File: src/rtl/sram_axi_bridge.sv
// rtl/sram_axi_bridge.sv - bridges the inst/data SRAM-like ports onto one single-outstanding AXI3 master
module sram_axi_bridge #(
    parameter logic [3:0] ID_INST = 4'd0,
    parameter logic [3:0] ID_DATA = 4'd1
) (
    input  logic        clk,
    input  logic        reset,

    input  logic        inst_req,
    input  logic        inst_wr,
    input  logic [1:0]  inst_size,
    input  logic [31:0] inst_addr,
    input  logic [31:0] inst_wdata,
    output logic [31:0] inst_rdata,
    output logic        inst_addr_ok,
    output logic        inst_data_ok,

    input  logic        data_req,
    input  logic        data_wr,
    input  logic [1:0]  data_size,
    input  logic [31:0] data_addr,
    input  logic [31:0] data_wdata,
    output logic [31:0] data_rdata,
    output logic        data_addr_ok,
    output logic        data_data_ok,

    output logic [3:0]  arid,
    output logic [31:0] araddr,
    output logic [2:0]  arsize,
    output logic        arvalid,
    input  logic        arready,

    input  logic [3:0]  rid,
    input  logic [31:0] rdata,
    input  logic        rvalid,
    output logic        rready,

    output logic [3:0]  awid,
    output logic [31:0] awaddr,
    output logic [2:0]  awsize,
    output logic        awvalid,
    input  logic        awready,

    output logic [31:0] wdata,
    output logic [3:0]  wstrb,
    output logic        wvalid,
    input  logic        wready,

    input  logic        bvalid,
    output logic        bready
);

    typedef enum logic [2:0] {
        IDLE    = 3'd0,
        RD_ADDR = 3'd1,
        RD_DATA = 3'd2,
        WR_ADDR = 3'd3,
        WR_RESP = 3'd4
    } state_t;

    state_t      state;
    state_t      state_nxt;

    logic [31:0] addr_q;
    logic [31:0] wdata_q;
    logic [1:0]  size_q;
    logic        src_q;      // 1 = data port owns the transaction
    logic        aw_done;
    logic        w_done;

    logic        accept;
    logic        accept_data;
    logic        aw_ok;
    logic        w_ok;
    logic        resp_fire;

    // Only one transaction is ever outstanding, so the returned ID carries no information.
    logic        rid_unused;
    assign rid_unused = ^rid;

    assign accept      = (state == IDLE) && (data_req || inst_req);
    assign accept_data = data_req;

    assign aw_ok = aw_done || awready;
    assign w_ok  = w_done || wready;

    always_comb begin
        state_nxt    = state;
        data_addr_ok = 1'b0;
        inst_addr_ok = 1'b0;
        arvalid      = 1'b0;
        rready       = 1'b0;
        awvalid      = 1'b0;
        wvalid       = 1'b0;
        bready       = 1'b0;
        resp_fire    = 1'b0;
        case (state)
            IDLE: begin
                if (data_req) begin
                    data_addr_ok = 1'b1;
                    state_nxt    = data_wr ? WR_ADDR : RD_ADDR;
                end else if (inst_req) begin
                    inst_addr_ok = 1'b1;
                    state_nxt    = inst_wr ? WR_ADDR : RD_ADDR;
                end
            end
            RD_ADDR: begin
                arvalid = 1'b1;
                if (arready) begin
                    state_nxt = RD_DATA;
                end
            end
            RD_DATA: begin
                rready = 1'b1;
                if (rvalid) begin
                    resp_fire = 1'b1;
                    state_nxt = IDLE;
                end
            end
            WR_ADDR: begin
                awvalid = !aw_done;
                wvalid  = !w_done;
                if (aw_ok && w_ok) begin
                    state_nxt = WR_RESP;
                end
            end
            WR_RESP: begin
                bready = 1'b1;
                if (bvalid) begin
                    resp_fire = 1'b1;
                    state_nxt = IDLE;
                end
            end
            default: begin
                state_nxt = IDLE;
            end
        endcase
    end

    always_ff @(posedge clk or negedge reset) begin
        if (!reset) begin
            state <= IDLE;
        end else begin
            state <= state_nxt;
        end
    end

    always_ff @(posedge clk or negedge reset) begin
        if (!reset) begin
            addr_q  <= 32'd0;
            wdata_q <= 32'd0;
            size_q  <= 2'd0;
            src_q   <= 1'b0;
        end else if (accept) begin
            src_q   <= accept_data;
            addr_q  <= accept_data ? data_addr  : inst_addr;
            wdata_q <= accept_data ? data_wdata : inst_wdata;
            size_q  <= accept_data ? data_size  : inst_size;
        end
    end

    // AW and W may complete in either order; the flags remember which one already has.
    always_ff @(posedge clk or negedge reset) begin
        if (!reset) begin
            aw_done <= 1'b0;
            w_done  <= 1'b0;
        end else if (state == WR_ADDR) begin
            if (aw_ok && w_ok) begin
                aw_done <= 1'b0;
                w_done  <= 1'b0;
            end else begin
                aw_done <= aw_ok;
                w_done  <= w_ok;
            end
        end
    end

    always_comb begin
        wstrb = 4'b0000;
        case (size_q)
            2'd0:    wstrb = 4'b0001 << addr_q[1:0];
            2'd1:    wstrb = addr_q[1] ? 4'b1100 : 4'b0011;
            2'd2:    wstrb = 4'b1111;
            default: wstrb = 4'b0000;
        endcase
    end

    assign arid   = src_q ? ID_DATA : ID_INST;
    assign awid   = src_q ? ID_DATA : ID_INST;
    assign araddr = addr_q;
    assign awaddr = addr_q;
    assign arsize = {1'b0, size_q};
    assign awsize = {1'b0, size_q};
    assign wdata  = wdata_q;

    assign data_data_ok = resp_fire && src_q;
    assign inst_data_ok = resp_fire && !src_q;
    assign data_rdata   = (data_data_ok && state == RD_DATA) ? rdata : 32'd0;
    assign inst_rdata   = (inst_data_ok && state == RD_DATA) ? rdata : 32'd0;

endmodule

File: config.mk
export PLATFORM = sky130hd
export DESIGN_NAME = sram_axi_bridge
export DESIGN_NICKNAME = d
export VERILOG_FILES = /design/src/rtl/sram_axi_bridge.sv
export SDC_FILE = /design/constraint.sdc
export NUM_CORES = 1
export LEC_CHECK = 0
export ABC_CLOCK_PERIOD_IN_PS = 2310
export CORE_AREA = 2 2 143 145
export CTS_CLUSTER_DIAMETER = 120
export DETAILED_ROUTE_END_ITERATION = 8
export DIE_AREA = 0 0 145 147
export PLACE_DENSITY = 0.69
export SLEW_MARGIN = 15
export SYNTH_ARGS = -nofsm -noshare
export SYNTH_HDL_FRONTEND = slang
export SYNTH_SLANG_ARGS = --single-unit
File: constraint.sdc
create_clock -name clk -period 2.31 [get_ports clk]
set_input_delay 0.462 -clock clk [delete_from_list [all_inputs] [get_ports clk]]
set_output_delay 0.462 -clock clk [all_outputs]
set_load 0.05 [all_outputs]
* Word-level counts from Yosys, hierarchy flattened
Index checks and enable logic that the tools add are counted.
** Operators by class
- Multiplexer cells :: 32
- Reductions and logical operators :: 15
- Eq/ne operators :: 11
- Shifts and indexed selects :: 1
** Operator list (count)
- 32-bit 2-to-1 mux :: 4
- 3-bit 2-to-1 mux :: 6
- 1-bit 2-to-1 mux :: 15
- 3-bit one-hot mux with 5 select lines :: 1
- 4-bit one-hot mux with 3 select lines :: 1
- 2-bit inequality test (second input constant) :: 4
- 3-bit by 2-bit equality test with 1-bit output (second input constant) :: 2
- 1-bit logical AND :: 6
- 2-bit 2-to-1 mux :: 3
- 5-bit AND reduction :: 1
- 4-bit 2-to-1 mux :: 1
- 1-bit by 2-bit << shifter with 4-bit output (first input constant) :: 1
- 3-bit by 1-bit equality test with 1-bit output (second input constant) :: 1
- 3-bit equality test (second input constant) :: 1
- 1-bit zero test :: 3
- 3-bit zero test :: 1
- 1-bit logical OR :: 3
- 3-bit inequality test (second input constant) :: 1
- 2-bit by 1-bit equality test with 1-bit output (second input constant) :: 1
- 2-bit equality test (second input constant) :: 1
- 2-bit zero test :: 1
- 1-bit one-hot mux with 2 select lines :: 1
** Word-level totals
- Logic and storage cells :: 66
- Register bits :: 72

* Logic depth before layout (Yosys ltp)
Gate-level depths: netlist (run 1).
- Depth in word-level cells :: 5
- Gate-level depth with buffers :: 5
- Mapped depth without buffers :: 3

* Least setup slack after synthesis (run 1)
Ideal clock, no wire load.
- Kind :: register -> output
- Start :: register state[0]
- End :: output port inst_rdata[10]
- Slack :: -331 ps
- Cell stages (with the launch flop) :: 6
- Data arrival time :: 2179 ps
- Buffers on the path :: 2
- Cell sequence :: dfrtp_1 > buf_2 > nor3b_2 > and3b_1 > clkbuf_2 > and2_1
** On the way
- Cells in the longest elaborated chain, start to end :: 5
** RTL lines
- start: declaration :: RTL line 61 : state_t state;
- start signal: assignment :: RTL line 144 : state <= state_nxt;
- 3-bit equality test or 3-bit by 2-bit equality test with 1-bit output (tied branches) :: RTL line 97, 199
- 1-bit one-hot mux with 2 select lines :: RTL line 97 : case (state)
- 1-bit logical AND :: RTL line 197 : assign inst_data_ok = resp_fire && !src_q;
- 1-bit logical AND (*) :: RTL line 199 : assign inst_rdata = (inst_data_ok && state == RD_DATA) ? rdata : 32'd0;
- 32-bit 2-to-1 mux (*) :: RTL line 199
- end: declaration :: RTL line 14 : output logic [31:0] inst_rdata,
Every way passes the cells marked *; elsewhere a longest branch is shown, timed or not.

* Worst setup path after layout (run 1)
- Start :: register size_q[1]
- End :: output port awsize[1]
** RTL lines
- start: declaration :: RTL line 66 : logic [1:0] size_q;
- start signal: assignment :: RTL line 158 : size_q <= accept_data ? data_size : inst_size;
- end: declaration :: RTL line 40 : output logic [2:0] awsize,
No word-level cell between the ends.

==> results.md, run 1 <==
- Pins Over Slew Limit: 0
- Status: finished, final reports clean
- Inserted Clock Buffers: 9
- Clock-pin slew on the worst setup and hold paths: 0.06 ns
- Fraction of registers with async set or reset after synthesis: 100.0%
- Final #Nets: 886
- Core footprint: 19840 um2
- Max FO, Critical Path: 8
- Highest clock rate: 447.2 MHz
- Vias in the first global route: 4190
- Pre-antenna DRT Iters: 4
- Synth Area per Inst: 11.72 um2
- Number of flops mapped to enable cells by yosys: 0
- Iter 0 DRT Violations: 31
- NetSw: 6.719 mW
- TNS Setup: 0 ns
- Sequential Power Share: 18.6%
- Initial antenna violation count: 1
- Tcrit/Tclk final: 96.80%
- Reg2reg end: araddr[18]$_DFFE_PN0P_
- Initial Util: 23.10%
- #FFs+latches synth: 72
- Reg2reg start: state[0]$_DFFE_PN0P_
- Final WL: 15780 um
- Critical path required time: 1.85 ns
- Final antenna-violating net count: 0
- Slowest stage delay, CP: 0.88 ns
- Gr usage total: 14.74%
- WP data arrival: 1.77 ns
- Port buffer count: 353
- Synthesized area: 4584 um2
- Post-route clock skew: 0.004738 ns
- Setup Buffers After CTS: 0
- Largest net degree at the start of global routing: 40
- Die area: 21320 um2
- DP Wirelength: 12990 um
- # H-tree levels: 3
- DRC violations left: 0
- Post-Syn Instances: 391
- I/O Pins: 366
- Unrepaired setup endpoints after global routing: no
- CTS tree: done
- Critical Path End Type: output port
- Crit Path Class: reg2out
- Maximum vdd drop: 0.001009 V
- # setup viols final: 0
- Sw Share: 50.72%
- Worst path cell trace: clkdlybuf4s50_1
- Unique masters post-synth: 34
- Clock power frac: 10.3%
- Flop2flop setup slack: 0.47 ns
- Pwr per Cell Area: 1429 nW/um2
- Slew @ Worst Pin: 0.5464 ns
- Fill cell count: 1771
- Max Cap Viol: 0
- Comb pwr share: 71.1%
- Seq/Total Area, Yosys: 39.30%
- HP Class: in2async
- Leakage power total: 3.789 nW
- Final-report hold violation count: 0
- Worst Setup Start Kind: register
- Clock Sinks: 72
- Tmin final: 2.236 ns
- CTS root buf: clkbuf_16
- GRT overflow: 0
- Slowest CP cell: clkdlybuf4s50_1
- Layout Utilization: 46.72%
- Yosys warns: 0
- Placer Congestion: 0.7601
- Main synth FF type: dfrtp_1
- Slew Limit Headroom: 63.46%
- # hold bufs at CTS: 0
- Vias per cell: 4.099
- Routed vias: 4025
- Layout cells sized above 1: 42.19%
- Die Height: 147 um
- Internal: 6.527 mW
- WHS: 0.05856 ns
- Rows: 52
- WP buf/inv: 1
- Post-DR wirelength/cell: 16.07 um
- Worst skew pair latency: 0.33 ns
- Die Wd: 145 um
- First-pass GRT wire length: 24230 um
- Crit-path leading delay family: buffers and inverters
- CTS Buffer Depth: 2
- R2R cell count: 5
- Area growth, synth to finish: 102.2%
-- routing by layer --
layer	GRT usage, %	vias up	share of wire [%]
li1	-	1920	-
met1	17.37	1873	40
met2	25.62	216	50
met3	5.062	16	8.2
met4	4.059	0	1.5
met5	0	-	0
-- synthesized netlist by cell type (3+ instances only) --
cell type / number / area share, %
mux2_4: 28 / 9.2
dfrtp_1: 72 / 39
a21oi_1: 5 / 0.55
buf_2: 9 / 0.98
clkbuf_2: 6 / 0.66
clkbuf_1: 4 / 0.33
buf_6: 4 / 0.98
buf_4: 44 / 7.2
nor2_1: 13 / 1.1
mux2_2: 102 / 25
nand2_1: 3 / 0.25
inv_1: 4 / 0.33
mux2i_1: 3 / 0.66
o21a_1: 4 / 0.66
nand3b_1: 3 / 0.49
and2_1: 66 / 9.0
-- power by group through the flow --
stage               registers (mW)  clock network [mW]  logic [mW]
floorplan                     4.46                   0        4.42
global placement              2.48                   0        9.42
detailed placement            2.48                   0        9.49
CTS                           2.49                1.42        9.49
global route                  2.58                1.47        9.75
finish                        2.47                1.36        9.41
-- what timing repair did --
| action | CTS | global route |
|---|---|---|
| endpoints found under the hold margin | 0 | 0 |
| endpoints found under the setup margin | 0 | 2 |
| resized for setup | 0 | 2 |
-- placed cells by master, fill, tap and decap left out, drive strengths merged, types with 2 or more instances in the layout --
cell | synthesis | routed
dfrtp | 72 | 72
and2 | 66 | 66
buf | 57 | 91
nor2 | 13 | 13
mux2 | 130 | 130
inv | 4 | 4
clkinv | 0 | 4
o21ai | 2 | 2
and3b | 2 | 2
clkdlybuf4s50 | 0 | 274
nor3 | 2 | 2
nand3b | 3 | 3
nor2b | 2 | 2
conb | 1 | 8
a21oi | 5 | 5
nand2 | 3 | 3
o21a | 4 | 4
clkbuf | 10 | 9
mux2i | 3 | 3
-- layout make-up --
type / count / area, um2 / share of cell area [%]
clock inverter: 6 / 61.31 / 0.6613
antenna: 1 / 2.502 / 0.02699
timing repair buffer: 365 / 4402 / 47.48
inverter: 4 / 15.01 / 0.1619
clock buffer: 9 / 225.2 / 2.429
sequential: 72 / 1802 / 19.43
multi-input combinational: 255 / 2426 / 26.17
tap: 270 / 337.8 / 3.644
-- state kept, by name (all words and copies together) (netlist names) --
name     count
araddr      32
wdata       32
state        3
size_q       2
aw_done      1
src_q        1
w_done       1
-- through the flow --
| stage | total power [mW] | setup slack, ns | area (um2) | std cells |
|---|---|---|---|---|
| floorplan | 8.884 | 0.02419 | 4692 | 398 |
| global placement | 11.90 | 0.05515 | 8974 | 966 |
| detailed placement | 11.97 | 0.06095 | 8974 | 966 |
| CTS | 13.39 | 0.04028 | 9260 | 981 |
| global route | 13.80 | 0.004872 | 9269 | 981 |
| finish | 13.25 | 0.07401 | 9271 | 982 |
-- kinds of logic after synthesis --
| group | synth area share, % |
|---|---|
| other | 0.08180 |
| and+or+nand+nor | 12.47 |
| muxes | 34.88 |
| DFF | 39.30 |
| AOI/OAI and AO/OA | 2.784 |
| buffers and inverters | 10.48 |
-- worst max path at each step --
stage	from	endpoint	slack, ns	cells past startpoint
after floorplan	state[0]$_DFFE_PN0P_	inst_rdata[10]	0.02	5
after global placement	rvalid	inst_data_ok	0.06	5
after detailed placement	rvalid	inst_data_ok	0.06	5
after CTS	size_q[1]$_DFFE_PN0P_	awsize[1]	0.04	1
after global routing	size_q[1]$_DFFE_PN0P_	awsize[1]	0.005	1
final	size_q[1]$_DFFE_PN0P_	awsize[1]	0.07	1
Note: power is estimated with default switching activity, not from simulation.
==> run 2, diff against run 1 <==
--- a/config.mk
+++ b/config.mk
@@ -6,6 +6,7 @@
 export NUM_CORES = 1
 export LEC_CHECK = 0
 export ABC_CLOCK_PERIOD_IN_PS = 2310
+export CAP_MARGIN = 25
 export CORE_AREA = 2 2 143 145
 export CTS_CLUSTER_DIAMETER = 120
 export DETAILED_ROUTE_END_ITERATION = 8
==> results of run 2 <==
No change in the layout: final DEF, timing and power equal those of run 1.
